<file path="src/rtl/router_controller_mp.sv">
// router_controller_mp
//   Control plane of a multi-port router node. Three independent FSMs:
//     - read FSM : held read_req/read_gnt handshake toward the memory arbiter,
//                  one-cycle done pulse on grant, no retrigger while start_req
//                  stays high.
//     - forward  : round-robin arbitration over NUM_PORTS input FIFOs
//                  (port 0 = local inject, others = network), one flit every
//                  3 cycles (IDLE -> READ -> ROUTE), TTL deliver/forward/drop.
//     - write FSM: held write_req/write_gnt handshake, then one read strobe
//                  to the local output port.
//   A header generator stamps {TTL_INIT, seq, SRC_ID} on every ready_encap.
// Ports
//   clk, rst                        : clock, async active-high reset
//   start_req/start_src_addr/done   : read job from the total controller
//   read_req/read_gnt/src_addr      : arbiter read handshake
//   start_dst_addr/ready_encap      : header request from local encapsulator
//   hdr_dst_addr/hdr_out            : header to the encapsulator
//   in_empty/in_rd/in_data          : input FIFO side (port p at p*DATA_WIDTH)
//   out_full_local/out_full_fwd     : output FIFO back-pressure
//   out_data/out_we_local/out_we_fwd: routed flit and write strobes
//   drop_cnt                        : saturating count of TTL-expired flits
//   valid_rx/rx_dst_addr            : received packet waiting locally
//   write_req/write_gnt/dst_addr    : arbiter write handshake
//   rd_output_local                 : read strobe to the local output port
module router_controller_mp #(
  parameter int DATA_WIDTH    = 64,
  parameter int ADDR_WIDTH    = 10,
  parameter int NUM_PORTS     = 4,
  parameter int NUMBER_PACKET = 19,
  parameter int TTL_W         = 2,
  parameter int TTL_INIT      = 2,
  parameter int SEQ_W         = 5,
  parameter int SRC_W         = 2,
  parameter int SRC_ID        = 0
) (
  input  logic                            clk,
  input  logic                            rst,
  input  logic                            start_req,
  input  logic [ADDR_WIDTH-1:0]           start_src_addr,
  input  logic [ADDR_WIDTH-1:0]           start_dst_addr,
  output logic                            done,
  output logic                            read_req,
  input  logic                            read_gnt,
  output logic [ADDR_WIDTH-1:0]           src_addr,
  input  logic                            ready_encap,
  output logic [ADDR_WIDTH-1:0]           hdr_dst_addr,
  output logic [TTL_W+SEQ_W+SRC_W-1:0]    hdr_out,
  input  logic [NUM_PORTS-1:0]            in_empty,
  output logic [NUM_PORTS-1:0]            in_rd,
  input  logic [NUM_PORTS*DATA_WIDTH-1:0] in_data,
  input  logic                            out_full_local,
  input  logic                            out_full_fwd,
  output logic [DATA_WIDTH-1:0]           out_data,
  output logic                            out_we_local,
  output logic                            out_we_fwd,
  output logic [15:0]                     drop_cnt,
  input  logic                            valid_rx,
  input  logic [ADDR_WIDTH-1:0]           rx_dst_addr,
  output logic                            write_req,
  input  logic                            write_gnt,
  output logic [ADDR_WIDTH-1:0]           dst_addr,
  output logic                            rd_output_local
);

  localparam int HW      = TTL_W + SEQ_W + SRC_W;
  localparam int TTL_MSB = HW - 1;
  localparam int PW      = $clog2(NUM_PORTS);
  localparam logic [PW:0]   NP_W = (PW+1)'(NUM_PORTS);
  localparam logic [PW-1:0] LAST = PW'(NUM_PORTS - 1);

  typedef enum logic [1:0] {R_IDLE, R_REQ, R_WAIT}   rstate_t;
  typedef enum logic [1:0] {F_IDLE, F_READ, F_ROUTE} fstate_t;
  typedef enum logic [1:0] {W_IDLE, W_REQ, W_RD}     wstate_t;

  typedef struct packed {
    logic [DATA_WIDTH-1:0] data;
    logic                  we_local;
    logic                  we_fwd;
    logic                  drop;
  } route_t;

  rstate_t rstate;
  fstate_t fstate;
  wstate_t wstate;

  // ---------------- read FSM ----------------
  always_ff @(posedge clk or posedge rst) begin
    if (rst) begin
      rstate   <= R_IDLE;
      read_req <= 1'b0;
      done     <= 1'b0;
      src_addr <= '0;
    end else begin
      done <= 1'b0;
      case (rstate)
        R_IDLE: if (start_req) begin
          src_addr <= start_src_addr;
          read_req <= 1'b1;
          rstate   <= R_REQ;
        end
        R_REQ: begin
          if (!start_req) begin
            // job withdrawn before grant: release the arbiter
            read_req <= 1'b0;
            rstate   <= R_IDLE;
          end else if (read_gnt) begin
            read_req <= 1'b0;
            done     <= 1'b1;
            rstate   <= R_WAIT;
          end
        end
        R_WAIT: if (!start_req) rstate <= R_IDLE;
        default: rstate <= R_IDLE;
      endcase
    end
  end

  // ---------------- header generator ----------------
  logic [SEQ_W-1:0] seq, seq_next;
  assign seq_next = (seq == SEQ_W'(NUMBER_PACKET) || seq == '0) ? SEQ_W'(1)
                                                               : seq + SEQ_W'(1);

  always_ff @(posedge clk or posedge rst) begin
    if (rst) begin
      seq          <= '0;
      hdr_out      <= '0;
      hdr_dst_addr <= '0;
    end else if (ready_encap) begin
      seq          <= seq_next;
      hdr_out      <= {TTL_W'(TTL_INIT), seq_next, SRC_W'(SRC_ID)};
      hdr_dst_addr <= start_dst_addr;
    end
  end

  // ---------------- forward path ----------------
  logic [NUM_PORTS-1:0][DATA_WIDTH-1:0] port_data;
  for (genvar gp = 0; gp < NUM_PORTS; gp++) begin : g_port
    assign port_data[gp] = in_data[gp*DATA_WIDTH +: DATA_WIDTH];
  end

  logic [PW-1:0] rr_ptr, sel, pick;
  logic          found;
  logic [PW:0]   idx;

  // first non-empty port at or after rr_ptr, wrapping
  always_comb begin
    found = 1'b0;
    pick  = '0;
    idx   = '0;
    for (int i = 0; i < NUM_PORTS; i++) begin
      idx = {1'b0, rr_ptr} + (PW+1)'(i);
      if (idx >= NP_W) idx = idx - NP_W;
      if (!found && !in_empty[idx[PW-1:0]]) begin
        found = 1'b1;
        pick  = idx[PW-1:0];
      end
    end
  end

  logic [DATA_WIDTH-1:0] flit;
  logic [TTL_W-1:0]      ttl;
  route_t                rt;

  assign flit = port_data[sel];
  assign ttl  = flit[TTL_MSB -: TTL_W];

  // local inject is always forwarded untouched; network flits age by one hop
  always_comb begin
    rt = '{data: flit, we_local: 1'b0, we_fwd: 1'b0, drop: 1'b0};
    if (sel == '0) begin
      rt.we_fwd = 1'b1;
    end else if (ttl > TTL_W'(1)) begin
      rt.data[TTL_MSB -: TTL_W] = ttl - TTL_W'(1);
      rt.we_local = 1'b1;
      rt.we_fwd   = 1'b1;
    end else if (ttl == TTL_W'(1)) begin
      rt.data[TTL_MSB -: TTL_W] = '0;
      rt.we_local = 1'b1;
    end else begin
      rt.drop = 1'b1;
    end
  end

  always_ff @(posedge clk or posedge rst) begin
    if (rst) begin
      fstate       <= F_IDLE;
      rr_ptr       <= '0;
      sel          <= '0;
      in_rd        <= '0;
      out_data     <= '0;
      out_we_local <= 1'b0;
      out_we_fwd   <= 1'b0;
      drop_cnt     <= '0;
    end else begin
      in_rd        <= '0;
      out_we_local <= 1'b0;
      out_we_fwd   <= 1'b0;
      case (fstate)
        F_IDLE: if (!out_full_local && !out_full_fwd && found) begin
          sel    <= pick;
          in_rd  <= NUM_PORTS'(1) << pick;
          rr_ptr <= (pick == LAST) ? '0 : pick + PW'(1);
          fstate <= F_READ;
        end
        // FIFO output becomes valid the cycle after the strobe
        F_READ: fstate <= F_ROUTE;
        F_ROUTE: begin
          if (rt.drop) begin
            if (drop_cnt != 16'hFFFF) drop_cnt <= drop_cnt + 16'd1;
          end else begin
            out_data     <= rt.data;
            out_we_local <= rt.we_local;
            out_we_fwd   <= rt.we_fwd;
          end
          fstate <= F_IDLE;
        end
        default: fstate <= F_IDLE;
      endcase
    end
  end

  // ---------------- write FSM ----------------
  always_ff @(posedge clk or posedge rst) begin
    if (rst) begin
      wstate          <= W_IDLE;
      write_req       <= 1'b0;
      dst_addr        <= '0;
      rd_output_local <= 1'b0;
    end else begin
      rd_output_local <= 1'b0;
      case (wstate)
        W_IDLE: if (valid_rx) begin
          dst_addr  <= rx_dst_addr;
          write_req <= 1'b1;
          wstate    <= W_REQ;
        end
        W_REQ: if (write_gnt) begin
          write_req       <= 1'b0;
          rd_output_local <= 1'b1;
          wstate          <= W_RD;
        end
        W_RD: wstate <= W_IDLE;
        default: wstate <= W_IDLE;
      endcase
    end
  end

endmodule

</file>
<file path="config.mk">
export PLATFORM = sky130hd
export DESIGN_NAME = router_controller_mp
export DESIGN_NICKNAME = d
export VERILOG_FILES = /design/src/rtl/router_controller_mp.sv
export SDC_FILE = /design/constraint.sdc
export NUM_CORES = 1
export LEC_CHECK = 0
export CAP_MARGIN = 20
export CORE_AREA = 2 2 165 167
export DETAILED_ROUTE_END_ITERATION = 10
export DIE_AREA = 0 0 167 169
export GPL_ROUTABILITY_DRIVEN = 0
export GPL_TIMING_DRIVEN = 0
export PLACE_DENSITY_LB_ADDON = 0.15
export SYNTH_ARGS = -nofsm -noshare
export SYNTH_HDL_FRONTEND = slang
export SYNTH_SLANG_ARGS = --single-unit
</file>
<file path="constraint.sdc">
create_clock -name clk -period 5.8 [get_ports clk]
set_clock_uncertainty 0.2 [all_clocks]
set_input_delay 1.16 -clock clk [delete_from_list [all_inputs] [get_ports clk]]
set_output_delay 1.16 -clock clk [all_outputs]
set_load 0.05 [all_outputs]
</file>
Word-level counts from Yosys, hierarchy flattened
Index checks and enable logic that the tools add are counted. Widths: inputs -> output; s select.

Output and inout port bits: 129. Register bits: 141. Logic and storage cells: 149. Bits of input ports: 299.

Equal/unequal tests: 15. $add $sub $neg: 11. Shift operators: 1. Bitwise logic cells: 1. $lt $le $gt $ge: 10. Muxes and demuxes: 63. Reduce and logical (&&, ||, !) cells: 29.

Operators by type and width (number): $bmux 64 s2 (1); $mux 64 (1); $mux 2 (19); $mux 1 (30); $add 16x1->16 const B (1); $ne 16x16->1 const B (1); $lt 2x3->1 const B (5); $reduce_and 3->1 (4); $ne 2x2->1 const B (5); $reduce_and 2->1 (5); $sub 2x1->2 const B (5); $ge 3x3->1 const B (3); $bmux 1 s2 (4); $eq 2x1->1 const B (4); $logic_not 2->1 (4); $mux 4 (2); $pmux 2 s2 (2); $logic_not 1->1 (7); $add 2x2->3 const B (2); $eq 2x2->1 const B (3); $pmux 2 s3 (1); $add 5x1->5 const B (1); $eq 5x5->1 const B (1); $logic_and 1x1->1 (5); 12 further kinds (14).

Depth between registers and ports, before layout
Depth in word-level cells: 17. Gate-level depth with buffers: 7. Depth with buffers taken out: 7.

Least setup slack after synthesis
Ideal clock, no wire load.

Kind: in2reg. Start: input port in_data[199]. End: register out_data[0]. Data required time: 5.475 ns. Cell stages on the path: 5. Data arrival time: 2.515 ns. Path buffers: 1. Setup slack: 2.961 ns. Cells stage by stage: mux2i_1 -> mux2i_2 -> o31ai_4 -> buf_6 -> mux2_2.

Longest elaborated chain between the ends: 8.

Ends and longest elaborated chain: start, declared (RTL line 50) `input logic [NUM_PORTS*DATA_WIDTH-1:0] in_data,`; $bmux 64 s2 (*) (RTL line 164) `assign flit = port_data[sel];`; $mux 64 (implied by the code) (*) (RTL line 164); $eq 2x1->1 (RTL line 176) `end else if (ttl == TTL_W'(1)) begin`; $mux 1 (RTL line 176); $mux 1 (*) (RTL line 172) `end else if (ttl > TTL_W'(1)) begin`; $mux 1 (*) (RTL line 170) `if (sel == '0) begin`; $not 1->1 (no line) (*); $reduce_and 2->1 (no line) (*); end signal, assigned (RTL line 211) `out_data <= rt.data;`; end, declared (RTL line 53) `output logic [DATA_WIDTH-1:0] out_data,`.

Mark *: on every way between the ends. The rest lies on a longest branch, timed or not. The select of a mux whose other input is x is not followed. A chain may end at the register's enable or synchronous reset.

Worst setup path in the final report
Start: input port in_data[200]. End: register out_data[46].

The elaborated chain is that of the path after synthesis.

==> results.md <==
* Gr usage total at 0.171
* Worst Max-Slew Pin Slew at 0.959 ns
* Vias per cell at 4.62
* Synth warn at 0
* Post-synth cell types at 40
* Die Width at 167 um
* First-pass iteration count of the detailed router at 6
* Post-synth EDFFs at 0
* Startpoint Class: primary input
* Crit path cell chain: clkdlybuf4s50_1 -> mux2i_1 -> mux2i_1 -> o31ai_4 -> buf_6 -> mux2_2
* DRC at 0
* Synth top area cells: dfrtp_1 (49%), mux4_2 (20%), mux2_2 (15%), xnor2_1 (1.6%), ha_1 (1.3%)
* Crit. End Element: register
* Cts hold-fix bufs at 0
* Row count at 60
* Leak at 4.88 nW
* Fin crit share at 0.550
* Setup CP Type: in2reg
* Maxcap violations at 0
* Ys async rst share at 1.00
* CP required at 5.89 ns
* Port bufs at 423
* Worst min-delay path class: reg2reg
* Largest fanout on the critical path at 10
* Max_slew headroom at 0.361
* First-pass GRT wire length at 36.3 mm
* Routed len/inst at 19.5 um
* Min Tclk post-route at 3.19 ns
* Cells after synthesis at 465
* Initial cell density of the core at 0.264
* Hold Vio Cnt, Final at 0
* Postcts setup bufs at 0
* Syn Area/Cell at 15.0 um^2
* Final setup fails at 0
* Slowest CP cell: o31ai_4
* Placed insts at 1232
* P&R area growth vs syn at 75.8%
* Synth top area share at 0.487
* Core Area at 0.0265 mm^2
* # resized after CTS at 0
* Seq cells post-synth at 136
* Worst-path clk slew at 0.06 ns
* Top-level I/O count at 428
* DRT Wirelength at 24.6 mm
* Die H at 169 um
* CP Data Arrival Time at 3.28 ns
* Die area at 0.0282 mm^2
* DP Wirelength at 19.7 mm
* Status: completed
* # clock sinks at 136
* Initial antenna violation count at 1
* Max Fclk at 313 MHz
* Antenna-violating nets left at 0
* CTS tree: yes
* Max H-tree Level at 4
* VDD IR-drop max at 0.263 mV
* Clock Tree Root: clkbuf_16
* Vias in the first global route at 6098
* Most common cell in the netlist: dfrtp_1
* GR Overflow Total at 0
* Largest net degree at the start of global routing at 70
* Synth area leader: dfrtp_1
* Layout cells sized above 1 at 0.225
* Syn Std Cell Area at 0.00699 mm^2
* Latest clock arrival within the worst-skew pair at 0.42 ns
* Post-synth top cells: dfrtp_1 (136), mux2_2 (92), mux4_2 (62)
* Vias at 5833
* Sequential element share of the synthesized area at 0.487
* Fin cells at 1263
* Nets at 1216
* RSZ-0062 raised after global routing: no
* Main synth FF type: dfrtp_1
* Pwr dens at 481 mW/mm^2
* CTS max path bufs at 2
* Slew Limit Fails at 0
* CP dominant cell by count: mux2i_1
* Worst path max stage delay at 0.63 ns
* Inserted Clock Buffers at 17
* Starting DRC count in detailed routing at 208
* Power Total at 5.91 mW
cell families after synthesis:
family,Yosys count,share of synthesized area
muxes,166,0.367
and+or+nand+nor,75,0.0575
AOI/OAI and AO/OA,28,0.0263
buffers and inverters,37,0.0305
xor gates and xnor gates,15,0.0188
DFF,136,0.487
adders and majority gates,7,0.0125
other,1,0.000537
registers in the layout, summed over array words and instances, names as in the netlist, 4 cells and up:
register      count
out_data         64
drop_cnt         16
dst_addr         10
hdr_dst_addr     10
src_addr         10
in_rd             4
seq               4
routing by layer:
metal	wire length, um	share of wire	track usage	vias to the layer above
met1	9360	0.38	0.196	2869
met3	2240	0.091	0.0622	24
met4	441	0.018	0.0528	0
met5	0	0	0	-
li1	-	-	-	2664
met2	12500	0.51	0.298	276
report_power, final:
part,switching [mW],leakage (nW),internal [mW]
clock network,0.426,0.288,0.682
logic,1.92,2.94,1.41
registers,0.186,1.66,1.28
total,2.53,4.88,3.37
placed cells by master, fill, tap and decap left out, drive strengths merged, types with 2 or more instances in the layout:
| cell type | Yosys | routed |
|---|---|---|
| clkdlybuf4s50 | 0 | 423 |
| dfrtp | 136 | 136 |
| mux2 | 96 | 96 |
| mux4 | 62 | 62 |
| clkbuf | 11 | 29 |
| buf | 18 | 19 |
| nor2 | 16 | 16 |
| nand2 | 13 | 13 |
| xnor2 | 13 | 13 |
| o21ai | 10 | 10 |
| inv | 8 | 9 |
| nor2b | 8 | 8 |
| nand4 | 8 | 8 |
| mux2i | 8 | 8 |
| a21oi | 7 | 7 |
| ha | 7 | 7 |
| nand3 | 6 | 6 |
| and2 | 6 | 6 |
| clkinv | 0 | 6 |
| nand2b | 4 | 4 |
| and4 | 3 | 3 |
| and3 | 3 | 3 |
| nor3 | 3 | 3 |
| conb | 1 | 3 |
| bufinv | 0 | 3 |
| xor2 | 2 | 2 |
| a221oi | 2 | 2 |
| a41oi | 2 | 2 |
| o22ai | 2 | 2 |
| clkinvlp | 0 | 2 |
worst paths after layout:
path	from	to	slack [ns]	cells after the start
max	in_data[200]	out_data[46]$_DFFE_PP0P_	2.61	6
max in group asynchronous	rst	hdr_dst_addr[5]$_DFFE_PP0P_	3.58	3
min reg2reg	hdr_out[8]$_DFFE_PP0P_	hdr_out[8]$_DFFE_PP0P_	0.26	1
min in group asynchronous	rst	in_rd[3]$_DFF_PP0_	1.00	2
max reg2reg	sel[1]$_DFFE_PP0P_	out_data[55]$_DFFE_PP0P_	2.96	5
min	hdr_out[8]$_DFFE_PP0P_	hdr_out[8]$_DFFE_PP0P_	0.26	1
final cells by class:
cell class                      count  area, um^2
Antenna cell                        1        2.50
Buffer                             29         183
Clock buffer                       18         439
Clock inverter                     12         151
Fill cell                        2441       14200
Inverter                            8        35.0
Multi-Input combinational cell    294        3380
Sequential cell                   136        3400
Tap cell                          341         427
Timing Repair Buffer              424        4260
metrics by stage:
stage               hold WS, ns  area [um^2]  setup TNS [ns]  utilization  setup WS [ns]
finish                    0.263        12300               0        0.463           2.61
global route              0.282        12300               0        0.463           2.43
CTS                       0.268        12300               0        0.463           2.55
detailed placement        0.253        11700               0        0.441           2.12
global placement          0.253        11700         -214.15        0.440          -1.59
floorplan                 0.232         6990               0            -          0.801
worst max-delay path: cells and delay by family:
family | cells | cell delay, ns
buf+inv | 2 | 0.65
mux | 3 | 0.82
compound gates | 1 | 0.63
(Power assumes the default switching activity.)
